==> config.mk <==
export PLATFORM = sky130hd
export DESIGN_NAME = spi_ddr_master
export DESIGN_NICKNAME = d
export VERILOG_FILES = /design/src/rtl/spi_ddr_master.sv
export SDC_FILE = /design/constraint.sdc
export NUM_CORES = 1
export LEC_CHECK = 0
export BUFFER_PORTS_ARGS = -buffer_cell sky130_fd_sc_hd__buf_2
export CAP_MARGIN = 20
export CORE_MARGIN = 3
export CORE_UTILIZATION = 49
export DETAILED_ROUTE_END_ITERATION = 10
export GPL_TIMING_DRIVEN = 1
export PLACE_DENSITY = 0.82
export SYNTH_ARGS = -nofsm -noshare
export SYNTH_HDL_FRONTEND = slang
export SYNTH_SLANG_ARGS = --single-unit
==> constraint.sdc <==
create_clock -name i_clk -period 1.69 [get_ports i_clk]
set_clock_uncertainty 0.1 [all_clocks]
set_input_delay 0.0845 -clock i_clk [delete_from_list [all_inputs] [get_ports i_clk]]
set_output_delay 0.0845 -clock i_clk [all_outputs]
set_load 0.01 [all_outputs]
==> src/rtl/spi_ddr_master.sv <==
// rtl/spi_ddr_master.sv - byte-wide SPI mode-0 master driving a DDR SCK pin word
//
// Purpose: shifts one byte MSB-first on o_mosi while capturing i_miso.
// CS can be held low across bytes for multi-byte flash commands.
// SCK runs at full i_clk rate (DIV=1) or at a divided rate.
//
// Ports:
//   i_clk, i_reset_n      clock, asynchronous active-low reset
//   i_stb, i_data, i_hold start a byte (taken when o_busy=0), byte, keep-CS flag
//   i_done                release CS from the HELD state
//   o_busy                transfer, CS release or receive capture in progress
//   o_valid, o_rdata      one-cycle received-byte strobe and the byte itself
//   o_cs_n, o_sck_ddr     chip select, DDR clock word ({first half, second half})
//   o_mosi, i_miso        serial data out / in
module spi_ddr_master #(
    parameter int DIV     = 1,
    parameter int RDDELAY = 0
) (
    input  logic       i_clk,
    input  logic       i_reset_n,
    input  logic       i_stb,
    input  logic [7:0] i_data,
    input  logic       i_hold,
    input  logic       i_done,
    output logic       o_busy,
    output logic       o_valid,
    output logic [7:0] o_rdata,
    output logic       o_cs_n,
    output logic [1:0] o_sck_ddr,
    output logic       o_mosi,
    input  logic       i_miso
);

    typedef enum logic [2:0] {
        ST_IDLE,
        ST_SETUP,
        ST_SHIFT,
        ST_HELD,
        ST_RELEASE
    } state_t;

    localparam logic [3:0] DIV_LAST = 4'(DIV - 1);

    state_t     state_q, state_d;
    logic [7:0] tx_q, tx_d;
    logic       hold_q, hold_d;
    logic [2:0] bit_q, bit_d;
    logic [3:0] div_q, div_d;
    logic       high_q, high_d;
    logic [7:0] rx_q, rx_d;
    logic [2:0] cap_q, cap_d;
    logic       pend_q, pend_d;
    logic       valid_q, valid_d;
    logic [7:0] rdata_q, rdata_d;

    logic accept;
    logic half_end;
    logic bit_end;
    logic sample;
    logic capture;

    // pend_q keeps o_busy high until the last (possibly delayed) capture lands,
    // so a new byte can never start while the previous one is still arriving.
    assign o_busy   = (state_q inside {ST_SETUP, ST_SHIFT, ST_RELEASE}) || pend_q;
    assign accept   = i_stb && !o_busy && (state_q == ST_IDLE || state_q == ST_HELD);
    assign half_end = (div_q == DIV_LAST);
    // At full rate every cycle is a whole bit; otherwise a bit ends on the
    // last cycle of its high half.
    assign bit_end  = (DIV == 1) ? 1'b1 : (high_q && half_end);
    assign sample   = (state_q == ST_SHIFT) && bit_end;

    generate
        if (RDDELAY == 0) begin : g_nodly
            assign capture = sample;
        end else begin : g_dly
            logic [RDDELAY-1:0] dly_q, dly_d;
            always_comb begin
                dly_d    = dly_q << 1;
                dly_d[0] = sample;
            end
            always_ff @(posedge i_clk or negedge i_reset_n) begin
                if (!i_reset_n) dly_q <= '0;
                else            dly_q <= dly_d;
            end
            assign capture = dly_q[RDDELAY-1];
        end
    endgenerate

    always_comb begin
        state_d = state_q;
        tx_d    = tx_q;
        hold_d  = hold_q;
        bit_d   = bit_q;
        div_d   = div_q;
        high_d  = high_q;
        rx_d    = rx_q;
        cap_d   = cap_q;
        pend_d  = pend_q;
        valid_d = 1'b0;
        rdata_d = rdata_q;

        case (state_q)
            ST_IDLE: begin
                if (accept) state_d = ST_SETUP;
            end
            ST_SETUP: state_d = ST_SHIFT;
            ST_SHIFT: begin
                if (bit_end) begin
                    tx_d   = {tx_q[6:0], 1'b0};
                    bit_d  = bit_q + 3'd1;
                    div_d  = 4'd0;
                    high_d = 1'b0;
                    if (bit_q == 3'd7) state_d = hold_q ? ST_HELD : ST_RELEASE;
                end else if (half_end) begin
                    div_d  = 4'd0;
                    high_d = 1'b1;
                end else begin
                    div_d  = div_q + 4'd1;
                end
            end
            ST_HELD: begin
                // CS is already low, so a held byte skips SETUP entirely.
                if (accept)      state_d = ST_SHIFT;
                else if (i_done) state_d = ST_RELEASE;
            end
            ST_RELEASE: state_d = ST_IDLE;
            default:    state_d = ST_IDLE;
        endcase

        if (accept) begin
            tx_d   = i_data;
            hold_d = i_hold;
            pend_d = 1'b1;
            bit_d  = 3'd0;
            div_d  = 4'd0;
            high_d = 1'b0;
        end

        if (capture) begin
            rx_d  = {rx_q[6:0], i_miso};
            cap_d = cap_q + 3'd1;
            if (cap_q == 3'd7) begin
                rdata_d = {rx_q[6:0], i_miso};
                valid_d = 1'b1;
                pend_d  = 1'b0;
            end
        end
    end

    always_ff @(posedge i_clk or negedge i_reset_n) begin
        if (!i_reset_n) begin
            state_q <= ST_IDLE;
            tx_q    <= 8'h00;
            hold_q  <= 1'b0;
            bit_q   <= 3'd0;
            div_q   <= 4'd0;
            high_q  <= 1'b0;
            rx_q    <= 8'h00;
            cap_q   <= 3'd0;
            pend_q  <= 1'b0;
            valid_q <= 1'b0;
            rdata_q <= 8'h00;
        end else begin
            state_q <= state_d;
            tx_q    <= tx_d;
            hold_q  <= hold_d;
            bit_q   <= bit_d;
            div_q   <= div_d;
            high_q  <= high_d;
            rx_q    <= rx_d;
            cap_q   <= cap_d;
            pend_q  <= pend_d;
            valid_q <= valid_d;
            rdata_q <= rdata_d;
        end
    end

    assign o_valid   = valid_q;
    assign o_rdata   = rdata_q;
    assign o_cs_n    = (state_q == ST_IDLE);
    assign o_mosi    = (state_q == ST_SETUP || state_q == ST_SHIFT) ? tx_q[7] : 1'b0;
    assign o_sck_ddr = (state_q != ST_SHIFT) ? 2'b00 :
                       (DIV == 1)            ? 2'b01 :
                       (high_q ? 2'b11 : 2'b00);

endmodule

==> results.cfg <==
[die]
io_pins = 28
die_x_um = 62.6
start_util_pct = 54.2
row_count = 19
core-area_um2 = 2900
die_h_um = 62.6
dieArea_um2 = 3920

[power]
netSwitchingPower_mw = 1.42
p_int_mw = 2.47
pwr-share-clk_pct = 11.2
p_leak_nw = 0.951
power.share.sequential_pct = 38.4
ir_drop_mv = 0.958
swShare_pct = 36.5
comb_power_share_pct = 50.4
power_density_nw_per_um2 = 1970

[synthesis]
yosys.area.top_type = dfrtp_1
netlist_top_cells_count = dfrtp_1 (35), mux2_2 (18), a221o_1 (7), and3_1 (7)
synth_warnings = 0
synth_nets = 139
seq_area_frac_synth_pct = 55.7
synth_cell_type_count = 32
synth_area_leaders = dfrtp_1 (56%), mux2_2 (13%), a221o_1 (4.5%), ha_1 (3.2%), and3_1 (2.8%)
syn_inst = 121
synth_top_area_share_pct = 55.7
ys_async_sr_fraction_pct = 100
avgSynthCellArea_um2 = 13.0
synth_ff_type = dfrtp_1
syn_area_um2 = 1570
ys_ff_latch = 35
synth-edff-count = 0
yosysMostFrequentCell = dfrtp_1

[layout]
nFillCells = 221
drive_gt1_share_pct = 40.5
diodes = 0
finalInstanceArea_um2 = 1970
fin_nets = 185
post-route-util_pct = 68.1
synthToLayoutAreaGrowth_pct = 25.6

[sta]
rsz0062_at_grt = yes
maxSlewViolCount = 0
max_slew_margin_pct = 50.3
min_period_ps = 1620
fin_tns_setup_ps = 0
hold_violations = 0
worst_pin_slew_ps = 746
timing.final.crit_share_pct = 95.8
fmax_mhz = 618
setup_viol = 0

[drt]
antenna_left = 0
via_count = 1116
drt-total-wl_um = 3070
drc_errors = 0
dr.pass1.iters = 4
drt-wirelength-per-cell_um = 14.6
drt_iter0_drc = 72
via_per_inst = 5.31

[setup_path]
path_delay_family = simple AND/OR/NAND/NOR gates
crit_slowest_cell = dfrtp_1
crit_buf_inv = 1
crit_type = reg2reg
crit_chain = buf_4 > nor3b_4 > and2_1 > mux2_2
worstSetupStartpointType = register
arrival_ps = 1760
required_ps = 1830
end_kind = register
crit_path_max_incr_delay_ps = 420
cp_max_fo = 10

[clock_network]
path_clk_slew_ps = 110
clockRootBuffer = clkbuf_4
cts_buffers = 5
clock_sinks = 35
cts_buffer_depth = 2
clk_latency_ps = 350
htree_levels = 2
cts_tree = yes

[placed_design]
io_buffers = 26
gp_congestion = 0.782
hpwlAfterDp_um = 2060
placed_area_um2 = 1750

[global_route]
antenna_found_initial = 0
grt_usage_pct = 17.3
gr-total-overflow = 0
grt_pass1_vias = 1129
grt_start_max_net_pins = 36
grt_pass1_wl_um = 5250

[run_status]
outcome = completed

[min_path]
hold_class = in2reg

[job]
max_cap_violations = 0
## cell families after synthesis
| logic type | Yosys count | synth area share (%) |
|---|---|---|
| buffers and inverters | 11 | 4.06 |
| adder cells (fa/ha/maj) | 4 | 3.18 |
| multiplexers | 20 | 14.2 |
| AND/OR/NAND/NOR | 28 | 11.5 |
| flip-flops | 35 | 55.7 |
| AO/OA/AOI/OAI | 18 | 8.92 |
| XOR/XNOR | 4 | 2.23 |
| other | 1 | 0.239 |
## power groups by stage
stage	logic, mW	registers (mW)	clock network, mW
finish	1.96	1.49	0.435
global placement	1.68	1.47	0
detailed placement	1.78	1.50	0
CTS	1.94	1.49	0.456
global route	2.15	1.55	0.492
floorplan	1.29	1.48	0
## stage by stage
stage | setup WS (ps) | hold slack [ps] | std cells | power, mW
6_report | 71.1 | 27.5 | 210 | 3.89
4_1_cts | 31.1 | 19.9 | 210 | 3.89
2_1_floorplan | 15.9 | -311 | 121 | 2.76
3_3_place_gp | 62.9 | 78.0 | 187 | 3.15
5_1_grt | -4.77 | 35.9 | 210 | 4.19
3_5_place_dp | 10.8 | 94.3 | 187 | 3.28
## tightest hold or removal path, cell delays in order
cell     delay, ps
buf_2           80
and3_1         160
a221o_1        120
## state kept, by name, summed over array words and instances (netlist names)
name / count
hold_q: 1
state_q: 3
cap_q: 3
o_valid: 1
pend_q: 1
bit_q: 3
tx_q: 8
rx_q: 7
o_rdata: 8
## layer usage
metal | GRT usage [%] | wire length [um] | vias to the layer above | share of wire (%)
met5 | 0 | 0 | - | 0
met4 | 7.44 | 55 | 0 | 1.8
met3 | 5.40 | 221 | 7 | 7.2
met2 | 29.6 | 1540 | 39 | 50
met1 | 19.8 | 1250 | 544 | 41
li1 | - | - | 526 | -
## cell usage in the layout (no fill, tap or decap), drive strengths merged, types with 3 or more instances in the layout
cell | Yosys | routed
buf | 7 | 38
dfrtp | 35 | 35
mux2 | 18 | 18
dlygate4sd3 | 0 | 11
and3 | 7 | 7
a221o | 7 | 7
clkbuf | 3 | 6
nand2b | 5 | 5
nor2 | 5 | 5
ha | 4 | 4
o21ai | 4 | 4
nor3b | 3 | 3
## layout make-up
| class | instances | area [um2] | share of cell area, % |
|---|---|---|---|
| tap | 42 | 52.6 | 2.66 |
| clock buffer | 6 | 41.3 | 2.09 |
| multi-input combinational | 75 | 651 | 33.0 |
| clock inverter | 2 | 12.5 | 0.634 |
| inverter | 1 | 3.75 | 0.190 |
| sequential | 35 | 876 | 44.4 |
| timing repair buffer | 49 | 338 | 17.1 |
## path summary, 6_finish.rpt
kind,from,endpoint,slack (ps),cells after the start
worst max-delay path,state_q[2],hold_q,70,4
worst min-delay path,i_data[2],tx_q[2],30,3
worst max register to register,state_q[2],hold_q,70,4
worst min register to register,cap_q[0],cap_q[0],410,1
max in group asynchronous,i_reset_n,cap_q[2],780,2
min in group asynchronous,i_reset_n,tx_q[1],230,2
## repair_timing
action,CTS,global route
setup endpoints to repair,9,4
gates resized for setup,3,4
pin swaps,0,1
hold endpoints to repair,48,0
hold buffers,11,0
buffers inserted,4,0
No activity file was read; power rests on OpenSTA's default activity.
